File: src/rtl/smbs_pkg.sv
// Shared constants and types for the serial multi-bus switch (tx side and demux).
package smbs_pkg;

   typedef enum logic [1:0] {
      IDLE  = 2'd0,
      SETUP = 2'd1,
      SHIFT = 2'd2,
      DONE  = 2'd3
   } tx_state_t;

   localparam int unsigned NUM_PORTS      = 4;
   localparam int unsigned LINES_PER_PORT = 4;
   localparam int unsigned LINE_W         = 2;

   // True when exactly one port bit is set.
   function automatic logic onehot_ok(input logic [3:0] v);
      return (v != 4'd0) && ((v & (v - 4'd1)) == 4'd0);
   endfunction

endpackage

File: src/rtl/smbs_tx_shreg.sv
// Loadable right-shift register with a remaining-bit counter.
// 'last' is high once every loaded bit has been shifted out.
module smbs_tx_shreg #(
   parameter int unsigned W = 8
) (
   input  logic         clk,
   input  logic         rst,
   input  logic         load,
   input  logic         shift,
   input  logic [W-1:0] load_data,
   output logic         bit_out,
   output logic         last
);

   localparam int unsigned CNT_W = $clog2(W + 1);

   logic [W-1:0]     sr;
   logic [CNT_W-1:0] cnt;

   // Load a new word or shift one bit toward the LSB.
   always_ff @(posedge clk) begin
      if (rst) begin
         sr  <= '0;
         cnt <= '0;
      end else if (load) begin
         sr  <= load_data;
         cnt <= CNT_W'(W);
      end else if (shift) begin
         sr  <= sr >> 1;
         cnt <= cnt - CNT_W'(1);
      end
   end

   assign bit_out = sr[0];
   assign last    = (cnt == '0);

endmodule

File: src/rtl/smbs_tx.sv
// Serial multi-bus switch transmitter: accepts word+destination, holds the
// selects for a settle time, then shifts the word out LSB-first.
// Optional build macro SMBS_TX_PARITY_EN appends an even-parity bit.
module smbs_tx
   import smbs_pkg::*;
#(
   parameter int unsigned DATA_W       = 8,
   parameter int unsigned SETUP_CYCLES = 2
) (
   input  logic                 clk,
   input  logic                 rst,
   input  logic                 in_valid,
   output logic                 in_ready,
   input  logic [DATA_W-1:0]    in_data,
   input  logic [NUM_PORTS-1:0] in_port,
   input  logic [LINE_W-1:0]    in_line,
   output logic                 serOut,
   output logic [NUM_PORTS-1:0] P_select,
   output logic [LINE_W-1:0]    L_select,
   output logic                 busy,
   output logic                 done,
   output logic                 err
);

`ifdef SMBS_TX_PARITY_EN
   localparam int unsigned FRAME_W = DATA_W + 1;
`else
   localparam int unsigned FRAME_W = DATA_W;
`endif

   localparam int unsigned SET_W = (SETUP_CYCLES > 1) ? $clog2(SETUP_CYCLES) : 1;

   tx_state_t              state_q, state_d;
   logic [SET_W-1:0]       setup_q, setup_d;
   logic [NUM_PORTS-1:0]   p_q, p_d;
   logic [LINE_W-1:0]      l_q, l_d;
   logic                   ser_q, ser_d;
   logic                   busy_q, busy_d;
   logic                   done_q, done_d;
   logic                   err_q, err_d;
   logic                   load, shift;
   logic                   bit_out, last;
   logic [FRAME_W-1:0]     frame;

`ifdef SMBS_TX_PARITY_EN
   assign frame = {^in_data, in_data};
`else
   assign frame = in_data;
`endif

   assign in_ready = (state_q == IDLE) && !rst;

   smbs_tx_shreg #(
      .W (FRAME_W)
   ) u_shreg (
      .clk       (clk),
      .rst       (rst),
      .load      (load),
      .shift     (shift),
      .load_data (frame),
      .bit_out   (bit_out),
      .last      (last)
   );

   // Next-state and next-output logic; all outputs are registered alongside the state.
   always_comb begin
      state_d = state_q;
      setup_d = setup_q;
      p_d     = p_q;
      l_d     = l_q;
      ser_d   = 1'b0;
      busy_d  = busy_q;
      done_d  = 1'b0;
      err_d   = 1'b0;
      load    = 1'b0;
      shift   = 1'b0;
      case (state_q)
         IDLE: begin
            if (in_valid && in_ready) begin
               if (onehot_ok(in_port)) begin
                  state_d = SETUP;
                  setup_d = SET_W'(SETUP_CYCLES - 1);
                  p_d     = in_port;
                  l_d     = in_line;
                  busy_d  = 1'b1;
                  load    = 1'b1;
               end else begin
                  // Rejected frame: stay idle and ready for the next offer.
                  err_d = 1'b1;
               end
            end
         end
         SETUP: begin
            if (setup_q == '0) begin
               state_d = SHIFT;
               ser_d   = bit_out;
               shift   = 1'b1;
            end else begin
               setup_d = setup_q - SET_W'(1);
            end
         end
         SHIFT: begin
            if (last) begin
               state_d = DONE;
               p_d     = '0;
               l_d     = '0;
               busy_d  = 1'b0;
               done_d  = 1'b1;
            end else begin
               ser_d = bit_out;
               shift = 1'b1;
            end
         end
         DONE: begin
            state_d = IDLE;
         end
         default: begin
            state_d = IDLE;
         end
      endcase
   end

   // State and output registers; reset aborts any frame in flight.
   always_ff @(posedge clk) begin
      if (rst) begin
         state_q <= IDLE;
         setup_q <= '0;
         p_q     <= '0;
         l_q     <= '0;
         ser_q   <= 1'b0;
         busy_q  <= 1'b0;
         done_q  <= 1'b0;
         err_q   <= 1'b0;
      end else begin
         state_q <= state_d;
         setup_q <= setup_d;
         p_q     <= p_d;
         l_q     <= l_d;
         ser_q   <= ser_d;
         busy_q  <= busy_d;
         done_q  <= done_d;
         err_q   <= err_d;
      end
   end

   assign serOut   = ser_q;
   assign P_select = p_q;
   assign L_select = l_q;
   assign busy     = busy_q;
   assign done     = done_q;
   assign err      = err_q;

endmodule

File: config.mk
export PLATFORM = sky130hd
export DESIGN_NAME = smbs_tx
export DESIGN_NICKNAME = d
export VERILOG_FILES = /design/src/rtl/smbs_pkg.sv /design/src/rtl/smbs_tx_shreg.sv /design/src/rtl/smbs_tx.sv
export SDC_FILE = /design/constraint.sdc
export NUM_CORES = 1
export LEC_CHECK = 0
export ABC_AREA = 1
export CORE_MARGIN = 3
export CORE_UTILIZATION = 26
export CTS_CLUSTER_SIZE = 12
export DETAILED_ROUTE_END_ITERATION = 8
export PLACE_DENSITY = 0.47
export SYNTH_ARGS = -nofsm -noshare
export SYNTH_HDL_FRONTEND = slang
export SYNTH_HIERARCHICAL = 1
export SYNTH_SLANG_ARGS = --single-unit
File: constraint.sdc
create_clock -name clk -period 2.3 [get_ports clk]
set_clock_uncertainty 0.2 [all_clocks]
set_input_delay 0.345 -clock clk [delete_from_list [all_inputs] [get_ports clk]]
set_output_delay 0.345 -clock clk [all_outputs]
set_load 0.005 [all_outputs]
==> impl_metrics.env <==
export IMPL_post_route_cells_drive_above_1_share_pct=10.5
export IMPL_fin_ws_ns=0.202
export IMPL_clkLatencyLatePin_ns=0.27
export IMPL_antenna_found_initial=0
export IMPL_ys_top_cells_by_area="dfxtp_1 40%, nand2_1 15%, inv_1 6.9%"
export IMPL_die_w_microns=75.2
export IMPL_routed_wl_microns=2690
export IMPL_gp_congestion=0.729
export IMPL_drtIter0Drc=27
export IMPL_yosysMostFrequentCell="nand2_1"
export IMPL_finalHoldViolations=0
export IMPL_rsz0062_at_grt="false"
export IMPL_synth_common_cells="51 x nand2_1, 25 x dfxtp_1, 23 x inv_1"
export IMPL_first_pass_iters=4
export IMPL_slew_violations=0
export IMPL_syn_to_final_growth_pct=31.2
export IMPL_ys_ff_latch=25
export IMPL_io_buffer_count=27
export IMPL_setup_tns_final_ns=0
export IMPL_antenna_left=0
export IMPL_cts_buffers=3
export IMPL_drc_errors=0
export IMPL_cp_slowest_cell="clkdlybuf4s50_1"
export IMPL_cts_resized_gates=0
export IMPL_path_clk_slew_ns=0.09
export IMPL_whs_ns=0.256
export IMPL_finalPower_uw=1560
export IMPL_wire_per_inst_microns=10.3
export IMPL_cts_hold_fix_buffers=0
export IMPL_ys_warn_count=6
export IMPL_setup_viol=0
export IMPL_worst_path_stages=5
export IMPL_endpoint="in_ready"
export IMPL_slew_headroom_pct=69.7
export IMPL_layout_nets=232
export IMPL_synth_top_area_share_pct=40.2
export IMPL_crit_buf_inv=3
export IMPL_cts_buffer_depth=2
export IMPL_hold_class="flip-flop to flip-flop"
export IMPL_synth_ff_type="dfxtp_1"
export IMPL_yosysTopAreaCell="dfxtp_1"
export IMPL_cp_required_ns=1.75
export IMPL_cts_tree="built"
export IMPL_synth_distinct_cells=21
export IMPL_rr_endpoint="u_shreg/sr[0]"
export IMPL_critPathMaxStageDelay_ns=0.49
export IMPL_antenna_cells=0
export IMPL_syn_inst=176
export IMPL_row_count=24
export IMPL_io_pins=28
export IMPL_fmax_ghz=0.477
export IMPL_dp_hpwl_microns=2080
export IMPL_ir_drop_v=0.000360
export IMPL_post_route_period_util_pct=91.2
export IMPL_crit_fanout=3
export IMPL_die_h_microns=75.2
export IMPL_cpMostUsedCell="inv_1"
export IMPL_synth_yosys_seq_area_share_pct=40.2
export IMPL_async_reset_ff_share_pct=0
export IMPL_die_area_sq_um=5650
export IMPL_powerDensity_nw_per_um2=956
export IMPL_h_tree_depth=1
export IMPL_period_needed_ns=2.10
export IMPL_syn_area_sq_um=1240
export IMPL_maxCapViolCount=0
export IMPL_synth_nets=198
export IMPL_p_leak_uw=0.000716
export IMPL_status="finished, final reports clean"
export IMPL_cp_startpoint="state_q[0]"
export IMPL_vias=1114
export IMPL_fill_cells=487
export IMPL_syn_area_per_cell_sq_um=7.07
export IMPL_core_sq_um=4470
export IMPL_postLayoutCoreUtil_pct=36.5
export IMPL_r2r_start="u_shreg/cnt[0]"
export IMPL_grt_usage_pct=10.1
export IMPL_grt_max_degree=17
export IMPL_clockRootBuffer="clkbuf_8"
export IMPL_synth_edf_count=0
export IMPL_pre_cts_ws_ns=0.213
export IMPL_r2r_slack_ns=0.27
export IMPL_worst_setup_path_type="flip-flop to output port"
export IMPL_cts_num_sinks=25
export IMPL_grt_pass1_vias=1026
export IMPL_cp_top_family="buffers and inverters"
export IMPL_tightest_slew_ns=0.454
export IMPL_viasPerCell=4.27
export IMPL_crit_chain="inv_1 > ha_1 > nand2_1 > inv_1 > clkdlybuf4s50_1"
export IMPL_cts_setup_buffers=0
export IMPL_grt_pass1_wl_microns=4420
export IMPL_grt_overflow=0
export IMPL_end_kind="output port"
export IMPL_arrival_ns=1.55
export IMPL_critical_path_startpoint_type="flip-flop"
export IMPL_reg2reg_depth=11
export IMPL_start_util_pct=27.8
worst min path at each step:
stage / start / endpoint / slack (ns) / depth (start not counted)
final: u_shreg/sr[0] / serOut / 0.26 / 2
after global placement: P_select[0] / P_select[0] / 0.25 / 2
after floorplan: rst / u_shreg/sr[7] / 0.21 / 1
after CTS: u_shreg/sr[0] / serOut / 0.26 / 2
after global routing: P_select[0] / P_select[0] / 0.29 / 2
after detailed placement: u_shreg/sr[0] / serOut / 0.24 / 2
metrics by stage:
step / area [sq um] / cells
floorplan: 1240 / 176
global placement: 1580 / 257
detailed placement: 1580 / 257
CTS: 1630 / 261
global route: 1630 / 261
finish: 1630 / 261
metal layers:
layer  GRT usage [%]  vias up  share of wire [%]
li1                -      616                  -
met1            12.8      475                 51
met2            17.1       21                 44
met3            2.94        2                4.4
met4            1.75        0               0.48
met5               0        -                  0
tightest hold or removal path: stages (launching register included):
cell and delay (ns):
dfxtp_1 0.32, nand2_1 0.06, nor2_1 0.04
placed cells by master, fill, tap and decap left out, drive strengths merged:
cell,count
o21ai,2
clkdlybuf4s50,27
dfxtp,25
clkbuf,3
o22ai,1
nand2,52
a31oi,3
a21boi,1
o21a,1
nor2,23
nor3b,1
clkinvlp,1
nand3,17
inv,25
a21oi,15
buf,7
ha,5
layout make-up:
type | instances | area [sq um] | area share [%]
clock buffers | 3 | 41.3 | 2.53
clock inverters | 1 | 7.51 | 0.460
inverters | 25 | 96.3 | 5.90
multi-input cells | 121 | 599 | 36.7
flip-flops and latches | 25 | 500 | 30.7
well taps | 52 | 65.1 | 3.98
repair buffers | 34 | 323 | 19.8
cells by family after synthesis:
kind of cell,Yosys count,synth area share (%)
compound gates,23,10.1
fa+ha+maj,5,5.03
buf+inv,30,11.7
flops,25,40.2
simple gates,93,33.1
where the power goes:
group	total, uW	switching (uW)	internal [uW]
clock	270	147	123
sequential	568	47.8	520
combinational	723	392	331
state kept, by name, indices dropped and copies added (netlist names):
signal	flops
L_select	2
u_shreg/cnt	4
state_q	2
serOut	1
busy	1
setup_q	1
P_select	4
u_shreg/sr	8
done	1
err	1
(Power assumes the default switching activity.)
==> patch 1 (same settings) <==
The 4 states of `tx_state_t` get a one-hot encoding in 4 bits.
--- a/src/rtl/smbs_pkg.sv
+++ b/src/rtl/smbs_pkg.sv
@@ -1,11 +1,11 @@
 // Shared constants and types for the serial multi-bus switch (tx side and demux).
 package smbs_pkg;
 
-   typedef enum logic [1:0] {
-      IDLE  = 2'd0,
-      SETUP = 2'd1,
-      SHIFT = 2'd2,
-      DONE  = 2'd3
+   typedef enum logic [3:0] {
+      IDLE  = 4'b0001,
+      SETUP = 4'b0010,
+      SHIFT = 4'b0100,
+      DONE  = 4'b1000
    } tx_state_t;
 
    localparam int unsigned NUM_PORTS      = 4;
Behaviour: no difference found for any inputs over 10 cycles, from zero or initial values and one cycle with rst high; not proved beyond that.
==> patch 1 against the unedited design <==
- first-iteration DRC count increased by 37%
- wire length decreased by 6.0%
- global-route usage decreased by 0.12 points
- sequential share of layout area increased by 3.2 points
- final cell count decreased by 4.2%
- worst setup slack improved by 0.020 ns
- non-clock buffer count decreased by 3
- cell area decreased by 2.1%
- register-to-register slack got worse by 0.05 ns
- area after synthesis decreased by 2.6%
- synthesized cell count decreased by 5.7%
- sequential cell count increased by 2
- critical endpoint is now u_shreg/sr[3]
Power is not compared: it rests on default switching activity, and its combinational part moved more than twofold at a synthesized area within 25%.
==> patch 1: results (changes against the unedited design) <==
logic_synthesis:
  async_flop_share_pct: 0  # unchanged
  synth_fp_nets: 184  # was 198
  synthTopCellsByCount: "nand2_1 (55), dfxtp_1 (27), inv_1 (21), a21oi_1 (13)"  # was nand2_1 (51), dfxtp_1 (25), inv_1 (23), nor2_1 (17)
  yosysSeqAreaShare_pct: 44.58  # was 40.20%
  ys_warn_count: 6  # unchanged
  synthCells: 166  # was 176
  synthTopCellsByArea: "dfxtp_1 (45%), nand2_1 (17%), inv_1 (6.5%)"  # was dfxtp_1 (40%), nand2_1 (15%), inv_1 (6.9%)
  yosysUniqueCellTypes: 25  # was 21
  synth_top_area_share_pct: 44.58  # was 40.20%
pwr:
  power_frac_comb_pct: 13.5
  power.leakage_nw: 0.6985
placement:
  dp_slack_ns: 0.1735  # was 0.2126 ns
  dp_hpwl_um: 1933  # was 2077 µm
  dp_cells: 246  # was 257
  gp_congestion: 0.8057  # was 0.7287
  io_buffers: 27  # unchanged
setup_path:
  critPathMaxFanout: 6  # was 3
  crit_path_top_delay_cell: "dfxtp_1"  # was clkdlybuf4s50_1
  r2r_cells: 12  # was 11
  r2r_end: "u_shreg/sr[3]"  # was u_shreg/sr[0]
  critPathTopFamily: "simple AND/OR/NAND/NOR gates"  # was buffers and inverters
  rr_startpoint: "u_shreg/cnt[0]"  # unchanged
  critPathMaxStageDelay_ns: 0.36  # was 0.49 ns
  crit_path_end_kind: "flip-flop"  # was output port
  start_kind: "flip-flop"  # unchanged
  cp.arrival_ns: 2.11  # was 1.55 ns
cells_and_area:
  num_antenna_cells: 0  # unchanged
  largest_reg_flops: 8  # unchanged
  fillerInstances: 463  # was 487
  drive_gt1_share_pct: 11.11  # was 10.53%
  nets: 217  # was 232
sta:
  fmaxAchievable_mhz: 481.2  # was 476.5 MHz
  maxSlewHeadroom_pct: 69.69  # about the same
global_routing:
  grtUsageTotal_pct: 9.944  # was 10.07%
  use_met1_pct: 12.70  # was 12.83%
  grt.overflow.total: 0  # unchanged
  antenna_found_initial: 0  # unchanged
  grtUsageMet3_pct: 1.757  # was 2.937%
  grt_max_degree: 21  # was 17
  met2_usage_pct: 16.24  # was 17.12%
  grt_pass1_wl_um: 4333  # was 4416 µm
route:
  wl_met1_um: 1199  # was 1370 µm
  vias: 1070  # was 1114
  top_layer: "met4"  # unchanged
  dr.first_iter.drc_count: 37  # was 27
  met3_length_um: 79  # was 118 µm
  drt_pre_antenna_iters: 4  # unchanged
  vias_per_cell: 4.280  # was 4.268
  wl_met2_um: 1220  # was 1189 µm
  wl_per_cell_um: 10.12  # was 10.31 µm
outcome:
  outcome: "finished, final reports clean"  # unchanged
cts:
  cts.path.max_buffers: 2  # unchanged
  cts_resized: 0  # unchanged
  cts-buffers-inserted: 3  # unchanged
  clkTransAtPathRegs_ns: 0.09  # about the same
  htreeDepth: 1  # unchanged
  cts_root_buf: "clkbuf_8"  # unchanged
  post-cts-setup-buffer-count: 0  # unchanged
worst_hold_path:
  hp-class: "flip-flop to flip-flop"  # unchanged
[patch 1: kinds of logic (layout without fill, tap and decap cells)]
group / after synthesis / count (layout) / share of synthesized area, %
compound gates: 23 / 23 / 10.53
simple gates: 88 / 88 / 34.26
fa+ha+maj: 1 / 1 / 1.032
buf+inv: 27 / 59 / 9.597
flops: 27 / 27 / 44.58
[patch 1: tightest hold or removal path, cell delays in order (launching register included)]
cell	delay [ns]
dfxtp_1	0.32
nand2_1	0.06
a21oi_1	0.05
[patch 1: cell type report]
cell class              instances  share of cell area, %
clock buffers                   3                  2.584
clock inverters                 1                 0.3132
inverters                      24                  5.638
multi-input cells             112                  34.77
flip-flops and latches         27                  33.83
well taps                      52                  4.072
repair buffers                 31                  18.79
[patch 1: stage by stage]
step | instance area (µm²) | hold slack [ns]
2_1_floorplan | 1212 | 0.2141
3_5_place_dp | 1551 | 0.2596
5_1_grt | 1598 | 0.2957
6_report | 1598 | 0.2683
4_1_cts | 1598 | 0.2742
3_3_place_gp | 1551 | 0.2505
[patch 1: worst min path at each step]
stage,cells past startpoint,endpoint,startpoint,slack (ns)
6_report,2,P_select[1],P_select[1],0.27
5_1_grt,2,u_shreg/sr[7],u_shreg/sr[7],0.30
4_1_cts,2,P_select[1],P_select[1],0.27
3_5_place_dp,2,busy,busy,0.26
3_3_place_gp,2,u_shreg/sr[7],u_shreg/sr[7],0.25
2_1_floorplan,1,u_shreg/sr[7],rst,0.21
[patch 1: power by group through the flow]
stage / Clock [mW] / Sequential [mW] / Combinational [mW]
3_5_place_dp: 0 / 0.498 / 0.120
2_1_floorplan: 0 / 0.497 / 0.0616
5_1_grt: 0.298 / 0.489 / 0.133
6_report: 0.273 / 0.487 / 0.119
3_3_place_gp: 0 / 0.498 / 0.120
4_1_cts: 0.288 / 0.487 / 0.121
==> patch 2 (config.mk and constraints unchanged) <==
Without the edit above. The parameter `SETUP_CYCLES` goes from 2 to 4.
--- a/src/rtl/smbs_tx.sv
+++ b/src/rtl/smbs_tx.sv
@@ -5,7 +5,7 @@
    import smbs_pkg::*;
 #(
    parameter int unsigned DATA_W       = 8,
-   parameter int unsigned SETUP_CYCLES = 2
+   parameter int unsigned SETUP_CYCLES = 4
 ) (
    input  logic                 clk,
    input  logic                 rst,
Formal check against the unedited RTL: not equivalent (Yosys sat finds a counterexample within 4 cycles, from zero or initial values and one cycle with rst high).
==> patch 2 against the unedited design <==
- worst setup slack got worse by 0.075 ns
- global-route usage rose by 0.069 points
- hold slack improved by 0.00056 ns
- area after synthesis rose by 8.6%
- sequential cell count grew 1
- cell area grew 9.6%
- wire length increased by 12%
- critical path type unchanged
- largest cell class unchanged
Power is not compared: it rests on default switching activity, and its combinational part moved more than twofold at a synthesized area within 25%.
==> patch 2: results (changes against the unedited design) <==
logic_synthesis:
  synthTopCellsByCount: "nand2_1 (55), dfxtp_1 (26), inv_1 (26), nor2_1 (20)"  # was nand2_1 (51), dfxtp_1 (25), inv_1 (23), nor2_1 (17)
  yosysSeqAreaShare_pct: 38.48  # was 40.20%
  synthTopCellsByArea: "dfxtp_1 (38%), nand2_1 (15%), inv_1 (7.2%)"  # was dfxtp_1 (40%), nand2_1 (15%), inv_1 (6.9%)
  yosysUniqueCellTypes: 23  # was 21
  synth_area_per_cell_um2: 6.972  # was 7.074 µm²
  yosys_register_bits: 26  # was 25
  synth_fp_nets: 217  # was 198
  synthAdderAreaFrac_pct: 5.550  # was 5.025%
  synth_compound_gate_area_share_pct: 10.27  # was 10.05%
worst_hold_path:
  hp-class: "flip-flop to flip-flop"  # unchanged
cells_and_area:
  drive_gt1_share_pct: 11.35  # was 10.53%
  largest-register: "u_shreg/sr"  # unchanged
  nets: 253  # was 232
  nonClockBufferCount: 36  # was 34
  biggestCellCategory: "multi-input combinational cells"  # unchanged
  clock_buffers: 4  # was 3
  inv_count: 27  # was 25
  multi_input_comb_cells: 136  # was 121
  fillerInstances: 563  # was 487
  multiInputGateArea_um2: 690.7  # was 599.3 µm²
  buffer_area_share_pct: 18.88  # was 19.77%
  clock_area_share_pct: 3.077  # was 2.988%
  sh_seq_area_pct: 29.09  # was 30.65%
sta:
  maxSlewHeadroom_pct: 81.64  # was 69.69%
cts:
  cts-buffers-inserted: 3  # unchanged
route:
  vias: 1265  # was 1114
  totalWireLength_um: 3026  # was 2692 µm
  dr.first_iter.drc_count: 102  # was 27
placement:
  gp_congestion: 0.7547  # was 0.7287
  placed_area_um2: 1729  # was 1584 µm²
  dp_hpwl_um: 2356  # was 2077 µm
global_routing:
  grt_pass1_wl_um: 5119  # was 4416 µm
  grt_pass1_vias: 1173  # was 1026
setup_path:
  critPathMaxStageDelay_ns: 0.53  # was 0.49 ns
outcome:
  outcome: "finished, final reports clean"  # unchanged
==> patch 2: cell types whose count changed after synthesis, moves of 2 or more <==
cell	change
inv_1	+3
nand2_1	+4
nand2_2	+2
nand3_2	-2
nand3b_1	+2
nor2_1	+3
nor2_2	-2
o21ai_2	+2
==> patch 2: report_power, final <==
| part | internal (mW) | leakage [nW] | switching, mW |
|---|---|---|---|
| Combinational | 0.137 | 0.543 | 0.164 |
| Sequential | 0.483 | 0.211 | 0.0161 |
| Clock | 0.153 | 0.0288 | 0.149 |
==> patch 2: cell families after synthesis <==
group           count (synthesis)
flops                          26
fa+ha+maj                       6
buf+inv                        32
compound gates                 25
simple gates                  105
==> patch 2: routing by layer <==
metal  vias up  part of all wire [%]  GRT usage (%)
li1        675                     -              -
met5         -                     0              0
met3         2                   5.5          2.867
met1       558                    47          12.46
met4         0                  0.76          2.622
met2        30                    46          17.38
==> patch 2: path summary, 6_finish.rpt <==
kind	startpoint	endpoint	slack [ns]	cells after the start
hold / removal	u_shreg/sr[0]	serOut	0.26	2
setup reg to reg	u_shreg/cnt[0]	u_shreg/sr[6]	0.29	9
hold reg to reg	u_shreg/sr[0]	serOut	0.26	2
setup / recovery	state_q[1]	in_ready	0.13	5
==> patch 2: stage by stage <==
stage          util [%]  setup slack [ns]  instances
6_report          36.67            0.1260        296
5_1_grt           36.67          0.008217        296
4_1_cts           36.56            0.1094        296
3_5_place_dp      35.44            0.1608        292
3_3_place_gp      35.44            0.1451        292
2_1_floorplan         -            0.3380        194
==> patch 2: repair_timing <==
action / 4_1_cts / 5_1_grt
setup buffers: 0 / 0
hold buffers: 0 / 0
gates resized for setup: 0 / 1
setup endpoints to repair: 0 / 1
